--- config.mk ---
export PLATFORM = sky130hd
export DESIGN_NAME = carry_select_subtractor_seq
export DESIGN_NICKNAME = d
export VERILOG_FILES = /design/src/rtl/carry_select_subtractor_seq.sv
export SDC_FILE = /design/constraint.sdc
export NUM_CORES = 1
export LEC_CHECK = 0
export CORE_UTILIZATION = 45
export DETAILED_ROUTE_END_ITERATION = 7
export PLACE_DENSITY = 0.73
export SKIP_LAST_GASP = 1
export SYNTH_ARGS = -nofsm -noshare
export SYNTH_HDL_FRONTEND = slang
export SYNTH_SLANG_ARGS = --single-unit
--- constraint.sdc ---
create_clock -name clk -period 5 [get_ports clk]
set_clock_uncertainty 0.15 [all_clocks]
set_input_delay 1 -clock clk [delete_from_list [all_inputs] [get_ports clk]]
set_output_delay 1 -clock clk [all_outputs]
set_load 0.1 [all_outputs]
--- src/rtl/carry_select_subtractor_seq.sv ---
// ---------------------------------------------------------------------------
// carry_select_subtractor_seq
//
// Multi-cycle unsigned subtractor: Diff = (A - B - bin) mod 2^WIDTH, with
// borrow out BO = 1 when A < B + bin. The subtraction is done as
// A + ~B + ~bin. One BLOCK-bit carry-select slice is resolved per clock,
// LSB slice first, so WIDTH/BLOCK cycles are spent in CALC.
// WIDTH must be a multiple of BLOCK.
//
// Ports:
//   clk   in   rising-edge clock
//   rst   in   synchronous active-high reset, dominant over everything
//   start in   operation request, sampled only while busy=0
//   A     in   minuend,    captured on an accepted start
//   B     in   subtrahend, captured on an accepted start
//   bin   in   borrow in,  captured on an accepted start
//   busy  out  high while slices are being computed
//   done  out  one-cycle pulse when Diff/BO are valid
//   Diff  out  result, held until the next accepted start
//   BO    out  borrow out, held until the next accepted start
// ---------------------------------------------------------------------------
module carry_select_subtractor_seq #(
    parameter int WIDTH = 16,
    parameter int BLOCK = 4
) (
    input  logic             clk,
    input  logic             rst,
    input  logic             start,
    input  logic [WIDTH-1:0] A,
    input  logic [WIDTH-1:0] B,
    input  logic             bin,
    output logic             busy,
    output logic             done,
    output logic [WIDTH-1:0] Diff,
    output logic             BO
);

    localparam int N    = WIDTH / BLOCK;
    localparam int IDXW = (N > 1) ? $clog2(N) : 1;

    typedef enum logic [1:0] {
        IDLE = 2'd0,
        CALC = 2'd1,
        DONE = 2'd2
    } state_t;

    state_t            state_q;
    state_t            state_d;

    logic [WIDTH-1:0]  a_q;
    logic [WIDTH-1:0]  b_q;
    logic [WIDTH-1:0]  diff_q;
    logic              carry_q;
    logic              bo_q;
    logic [IDXW-1:0]   idx_q;

    logic              accept;
    logic              last_slice;
    logic [BLOCK-1:0]  a_slice;
    logic [BLOCK-1:0]  nb_slice;
    logic [BLOCK:0]    sum0;
    logic [BLOCK:0]    sum1;
    logic [BLOCK-1:0]  sel_sum;
    logic              sel_carry;

    // A new operation can be taken from IDLE or straight out of DONE.
    assign accept     = start && (state_q != CALC);
    assign last_slice = (idx_q == IDXW'(N - 1));

    // Both candidate slice sums are formed up front; the registered carry
    // from the previous slice only picks one of them.
    assign a_slice  = a_q[idx_q*BLOCK +: BLOCK];
    assign nb_slice = ~b_q[idx_q*BLOCK +: BLOCK];
    assign sum0     = {1'b0, a_slice} + {1'b0, nb_slice};
    assign sum1     = {1'b0, a_slice} + {1'b0, nb_slice} + {{BLOCK{1'b0}}, 1'b1};
    assign sel_sum   = carry_q ? sum1[BLOCK-1:0] : sum0[BLOCK-1:0];
    assign sel_carry = carry_q ? sum1[BLOCK]     : sum0[BLOCK];

    // NOTE: every signal written in a combinational block gets a default
    // before the case statement, otherwise an unassigned path infers a latch.
    always_comb begin
        state_d = state_q;
        case (state_q)
            IDLE:    if (start) state_d = CALC;
            CALC:    if (last_slice) state_d = DONE;
            DONE:    state_d = start ? CALC : IDLE;
            default: state_d = IDLE;
        endcase
    end

    // NOTE: clocked state uses non-blocking assignments so every register
    // samples the pre-edge values, independent of statement order.
    always_ff @(posedge clk) begin
        if (rst) begin
            state_q <= IDLE;
        end else begin
            state_q <= state_d;
        end
    end

    always_ff @(posedge clk) begin
        if (rst) begin
            a_q     <= '0;
            b_q     <= '0;
            diff_q  <= '0;
            carry_q <= 1'b0;
            bo_q    <= 1'b0;
            idx_q   <= '0;
        end else if (accept) begin
            a_q     <= A;
            b_q     <= B;
            carry_q <= ~bin;
            idx_q   <= '0;
            diff_q  <= '0;
            bo_q    <= 1'b0;
        end else if (state_q == CALC) begin
            diff_q[idx_q*BLOCK +: BLOCK] <= sel_sum;
            carry_q <= sel_carry;
            idx_q   <= idx_q + 1'b1;
            // Borrow is the inverse of the final carry of A + ~B + ~bin.
            if (last_slice) begin
                bo_q <= ~sel_carry;
            end
        end
    end

    assign busy = (state_q == CALC);
    assign done = (state_q == DONE);
    assign Diff = diff_q;
    assign BO   = bo_q;

endmodule
Yosys cells after proc, flatten, opt, wreduce, memory -nomap -nowiden
Cells that the tools add are included.
{ "totals": {"elab_cells": 39, "input_bits": 36, "register_bits": 54, "out_inout_bits": 19} }
{ "op_classes": {"bitwise": 3, "add_sub_neg": 4, "mux": 9, "reduce_logical": 6, "n_eq_ne": 6, "n_shift": 4} }
{ "ops": {"columns": ["cell", "n"], "rows": [
  ["negation 4 -> 34 bit", 1],
  ["variable shift 4 x 34 -> 16 bit, first input constant", 1],
  ["variable part select 4 x 34 -> 16 bit", 1],
  ["variable part select 16 x 5 -> 4 bit", 2],
  ["bitwise mux 16 bit", 1],
  ["case mux 2 bit (3 select lines)", 1],
  ["adder 4 x 4 -> 5 bit", 1],
  ["adder 5 x 1 -> 5 bit, second input constant", 1],
  ["== test 2 bit, second input constant", 2],
  ["two-way mux 1 bit", 4],
  ["two-way mux 2 bit", 2],
  ["two-way mux 4 bit", 1],
  ["!= test 2 x 1 -> 1 bit, second input constant", 2],
  ["inverter 4 bit", 1],
  ["AND reduction 2 bit", 2],
  ["adder 2 x 1 -> 2 bit, second input constant", 1],
  ["== test 2 x 1 -> 1 bit, second input constant", 1],
  ["logical NOT 2 bit", 1],
  ["!= test 2 bit, second input constant", 1],
  ["inverter 1 bit", 2],
  ["nonzero test 2 bit", 1],
  ["OR reduction 2 bit", 1],
  ["logical AND 1 bit", 1]
]} }

Depth between registers and ports, before layout
{ "logic_depth": {"depth_word": 7, "ltp_mapped": 10, "depth_no_buf": 9} }

Worst setup path after synthesis
Ideal clock, no wire load.
{ "synth_timing": {"path_type": "register to register", "startpoint": "reg idx_q[0]", "endpoint": "reg carry_q", "setup_ps": 106, "path_slack_ps": 1824, "required_time_ps": 4744, "path_stages_with_launch": 10, "arrival_time_ps": 2920, "cell_sequence": "dfxtp_1 -> buf_2 -> mux4_2 -> ha_1 -> fa_1 -> ha_1 -> nand2_1 -> nor4b_4 -> or4_1 -> o311ai_0"} }
{ "synth_between": {"elab_chain_cells": 7} }
{ "synth_lines": {"columns": ["element", "line", "text"], "rows": [
  ["start, declared", "55", "logic [IDXW-1:0] idx_q;"],
  ["start signal, assigned", "119", "idx_q <= idx_q + 1'b1;"],
  ["variable part select 16 x 5 -> 4 bit", "73", "assign nb_slice = ~b_q[idx_q*BLOCK +: BLOCK];"],
  ["inverter 4 bit", "73", null],
  ["adder 4 x 4 -> 5 bit *", "74, 75", null],
  ["adder 5 x 1 -> 5 bit", "75", "assign sum1 = {1'b0, a_slice} + {1'b0, nb_slice} + {{BLOCK{1'b0}}, 1'b1};"],
  ["two-way mux 1 bit *", "77", "assign sel_carry = carry_q ? sum1[BLOCK] : sum0[BLOCK];"],
  ["two-way mux 1 bit *", "116", "end else if (state_q == CALC) begin"],
  ["two-way mux 1 bit *", "109", "end else if (accept) begin"],
  ["end signal, assigned", "112", "carry_q <= ~bin;"],
  ["end signal, assigned", "118", "carry_q <= sel_carry;"],
  ["end, declared", "53", "logic carry_q;"]
]} }
Mark *: on every way between the ends. The rest lies on a longest branch, timed or not. The select of a mux whose other input is x is not followed.
A chain may end at the register's enable or synchronous reset.

Worst setup path after layout
{ "layout_timing": {"startpoint": "reg state_q[1]", "endpoint": "out busy"} }
{ "layout_between": {"elab_chain_cells": 1} }
{ "layout_lines": {"columns": ["element", "line", "text"], "rows": [
  ["start, declared", "47", "state_t state_q;"],
  ["start signal, assigned", "97", "state_q <= state_d;"],
  ["== test 2 x 1 -> 1 bit", "127", "assign busy = (state_q == CALC);"],
  ["end, declared", "32", "output logic busy,"]
]} }
Every way passes these cells.

==> summary.md <==
| Metric | Value |
|---|---|
| Final HPWL DP | `3.68 mm` |
| CTS tree | `yes` |
| Setup slack, reg-to-reg | `1570 ps` |
| Worst-case clock buffer depth | `2` |
| # Post-CTS Setup Buffers | `0` |
| Core area | `5170 sq um` |
| Slew margin rel. | `between 30 and 40%` |
| Routability Congestion | `0.809` |
| Final Max Slew Viols | `0` |
| Cell family with most CP delay | `buffers and inverters` |
| Tot GR Track Use | `20.0%` |
| CP required | `3850 ps` |
| Fillers | `439` |
| Vias | `2011` |
| Routed Antenna Nets | `0` |
| Distinct cells, synth | `32` |
| Largest net degree at the start of global routing | `34` |
| Synthesized area | `2440 sq um` |
| Slowest stage delay, CP | `1200 ps` |
| Die Span Y | `between 70 and 80 microns` |
| Gr ovfl total | `0` |
| Setup crit start kind | `flip-flop` |
| Worst Hold Depth | `2` |
| Critical path origin | `state_q[1]$_SDFFE_PP0P_` |
| Cells after synthesis | `about 280` |
| CP endpoint kind | `output pin` |
| Cell area power density | `approximately 320 nW/um^2` |
| Initial antenna violation count | `0` |
| Die W | `between 70 and 80 microns` |
| Critical-path top delay cell | `clkdlybuf4s50_1` |
| Sequential area share after synthesis | `44.4%` |
| Nets | `375` |
| Crit Path Class | `reg2out` |
| Slew @ Worst Pin | `988 ps` |
| Routed WL per cell | `12.5 microns` |
| Multi-input gate area | `1260 sq um` |
| Clk slew on worst S/H paths | `100 ps` |
| Min Tclk post-route | `3570 ps` |
| Initial core utilization | `47.1%` |
| CP Depth | `3` |
| Setup-failing EPs final | `0` |
| Via density | `5.05` |
| Crit-path cells | `nand2b_1 > inv_1 > clkdlybuf4s50_1` |
| Top-Level Pins | `55` |
| Final setup TNS | `0 ps` |
| Commonest cells after routing, fill and taps aside | `nand2_1, dfxtp_1, clkdlybuf4s50_1` |
| Cts bufs inserted | `5` |
| Worst hold path type | `reg2reg` |
| DR pass1 iterations | `6` |
| Status | `finished clean` |
| Hold Vio Cnt, Final | `0` |
| Launch point of the worst reg-to-reg path | `idx_q[0]$_SDFFE_PP0P_` |
| Leak Pwr | `1.15 nW` |
| Syn_nets | `around 330` |
| Yosys warnings | `0` |
| CTS resizes | `0` |
| Layout cells sized above 1 | `7.93%` |
| First DRT Iteration DRCs | `approximately 120` |
| Cell area after layout | `roughly 3200 sq um` |
| Final WL | `slightly below 5 mm` |
| RSZ-0062 raised after global routing | `no` |
| Placed Area | `3020 sq um` |
| ANT cells | `0` |
| #FFs+latches synth | `54` |
| Vias in the first global route | `1812` |
| CP Max Fanout | `11` |
| CP endpoint | `busy` |
| Synth-to-layout area growth | `29.8%` |
| Final period utilization | `71.4%` |
| # rows | `26` |
| Sink Count | `54` |
| Max Clock Freq | `approximately 0.28 GHz` |
| Mean post-synth cell area | `8.74 sq um` |
| Reg2Reg Capture Point | `BO$_SDFFE_PP0P_` |
| CP Data Arrival Time | `2420 ps` |
| Max-Cap Viols | `0` |
| Crit path buffers/inverters | `2` |
| IO buf count | `54` |
| CTS root buf | `clkbuf_8` |
| Die area | `5710 sq um` |
| Htree depth | `2` |
| Commonest non-fill, non-tap cell in the layout | `nand2_1` |
| R2R cell count | `8` |
| Clock insertion delay at the later pin of the skew report | `300 ps` |
| Drc violations | `0` |
| Peak supply drop | `0.179 mV` |
| Register area | `1080 sq um` |
| First-pass GRT wire length | `8.40 mm` |
| # hold bufs at CTS | `0` |
-- layer usage --
metal  wire length, microns  up-vias  global-route usage, %
met4                     54        0                   8.02
met2                   2330       41                   31.3
li1                       -     1047                      -
met1                   2420      921                   27.1
met5                      0        -                      0
met3                    168        2                   4.37
-- state kept, by name, indices dropped and copies added, names as in the netlist --
signal / count
a_q: 16
state_q: 2
BO: 1
carry_q: 1
Diff: 16
idx_q: 2
b_q: 16
-- layout make-up --
cell class                      count  area share [%]
Clock buffer                        6            2.61
Clock inverter                      2            1.90
Inverter                            8           0.949
Multi-Input combinational cell    201            39.8
Sequential cell                    54            34.2
Tap cell                           70            2.77
Timing Repair Buffer               57            17.8
-- kinds of logic after synthesis --
family / share of synthesized area (%)
flip-flops: 44.4
adder cells (fa/ha/maj): 6.47
multiplexers: 7.85
AND/OR/NAND/NOR: 21.1
buffers and inverters: 3.95
AO/OA/AOI/OAI: 14.1
XOR/XNOR: 2.16
-- power breakdown --
part / internal [mW] / total, mW / switching (mW)
Clock: 0.213 / 0.348 / 0.135
Combinational: 0.0836 / 0.193 / 0.109
Sequential: 0.450 / 0.466 / 0.0161
Total: 0.747 / 1.01 / 0.260
-- tightest hold or removal path, delay by kind of cell, from the launching register on --
family,cells,cell delay (ps)
DFF,1,320
AOI/OAI and AO/OA,1,50
and+or+nand+nor,1,50
-- Yosys cell counts, drive strengths merged --
cell | n | area (sq um)
nand2 | 78 | 293
mux4 | 8 | 180
o21ai | 5 | 25.0
nor2 | 21 | 78.8
o311ai | 1 | 8.76
nand3 | 5 | 25.0
a311oi | 1 | 8.76
a22oi | 12 | 90.1
xnor2 | 3 | 26.3
nor2b | 1 | 6.26
nand2b | 2 | 12.5
a21o | 1 | 8.76
nor3b | 1 | 12.5
nand4 | 1 | 6.26
nor4b | 2 | 38.8
or4 | 1 | 7.51
inv | 8 | 30.0
buf | 6 | 28.8
a211oi | 1 | 12.5
and4 | 2 | 17.5
o21ba | 1 | 10.0
xor2 | 3 | 26.3
fa | 1 | 20.0
ha | 11 | 138
mux2 | 1 | 11.3
a21oi | 36 | 180
and4b | 1 | 10.0
and2 | 1 | 6.26
dfxtp | 54 | 1080
clkbuf | 10 | 37.5
-- worst min-delay path by stage --
stage | from | endpoint | slack [ps]
after floorplan | a_q[10]$_SDFFE_PP0P_ | a_q[10]$_SDFFE_PP0P_ | 280
after global placement | b_q[5]$_SDFFE_PP0P_ | b_q[5]$_SDFFE_PP0P_ | 290
after detailed placement | b_q[3]$_SDFFE_PP0P_ | b_q[3]$_SDFFE_PP0P_ | 300
after CTS | b_q[2]$_SDFFE_PP0P_ | b_q[2]$_SDFFE_PP0P_ | 310
after global routing | b_q[13]$_SDFFE_PP0P_ | b_q[13]$_SDFFE_PP0P_ | 330
final | a_q[14]$_SDFFE_PP0P_ | a_q[14]$_SDFFE_PP0P_ | 310
-- metrics by stage --
step / setup WS (ps) / total power, mW / std cells / utilization [%] / hold slack (ps)
global route: 1300 / 1.05 / 398 / 61.2 / 330
finish: 1430 / 1.01 / 398 / 61.2 / 308
global placement: 1640 / 0.666 / 390 / 58.4 / 292
floorplan: 1820 / 0.607 / 279 / - / 283
detailed placement: 1550 / 0.669 / 390 / 58.4 / 297
CTS: 1410 / 1.01 / 398 / 61.2 / 311
Note: power is estimated with default switching activity, not from simulation.
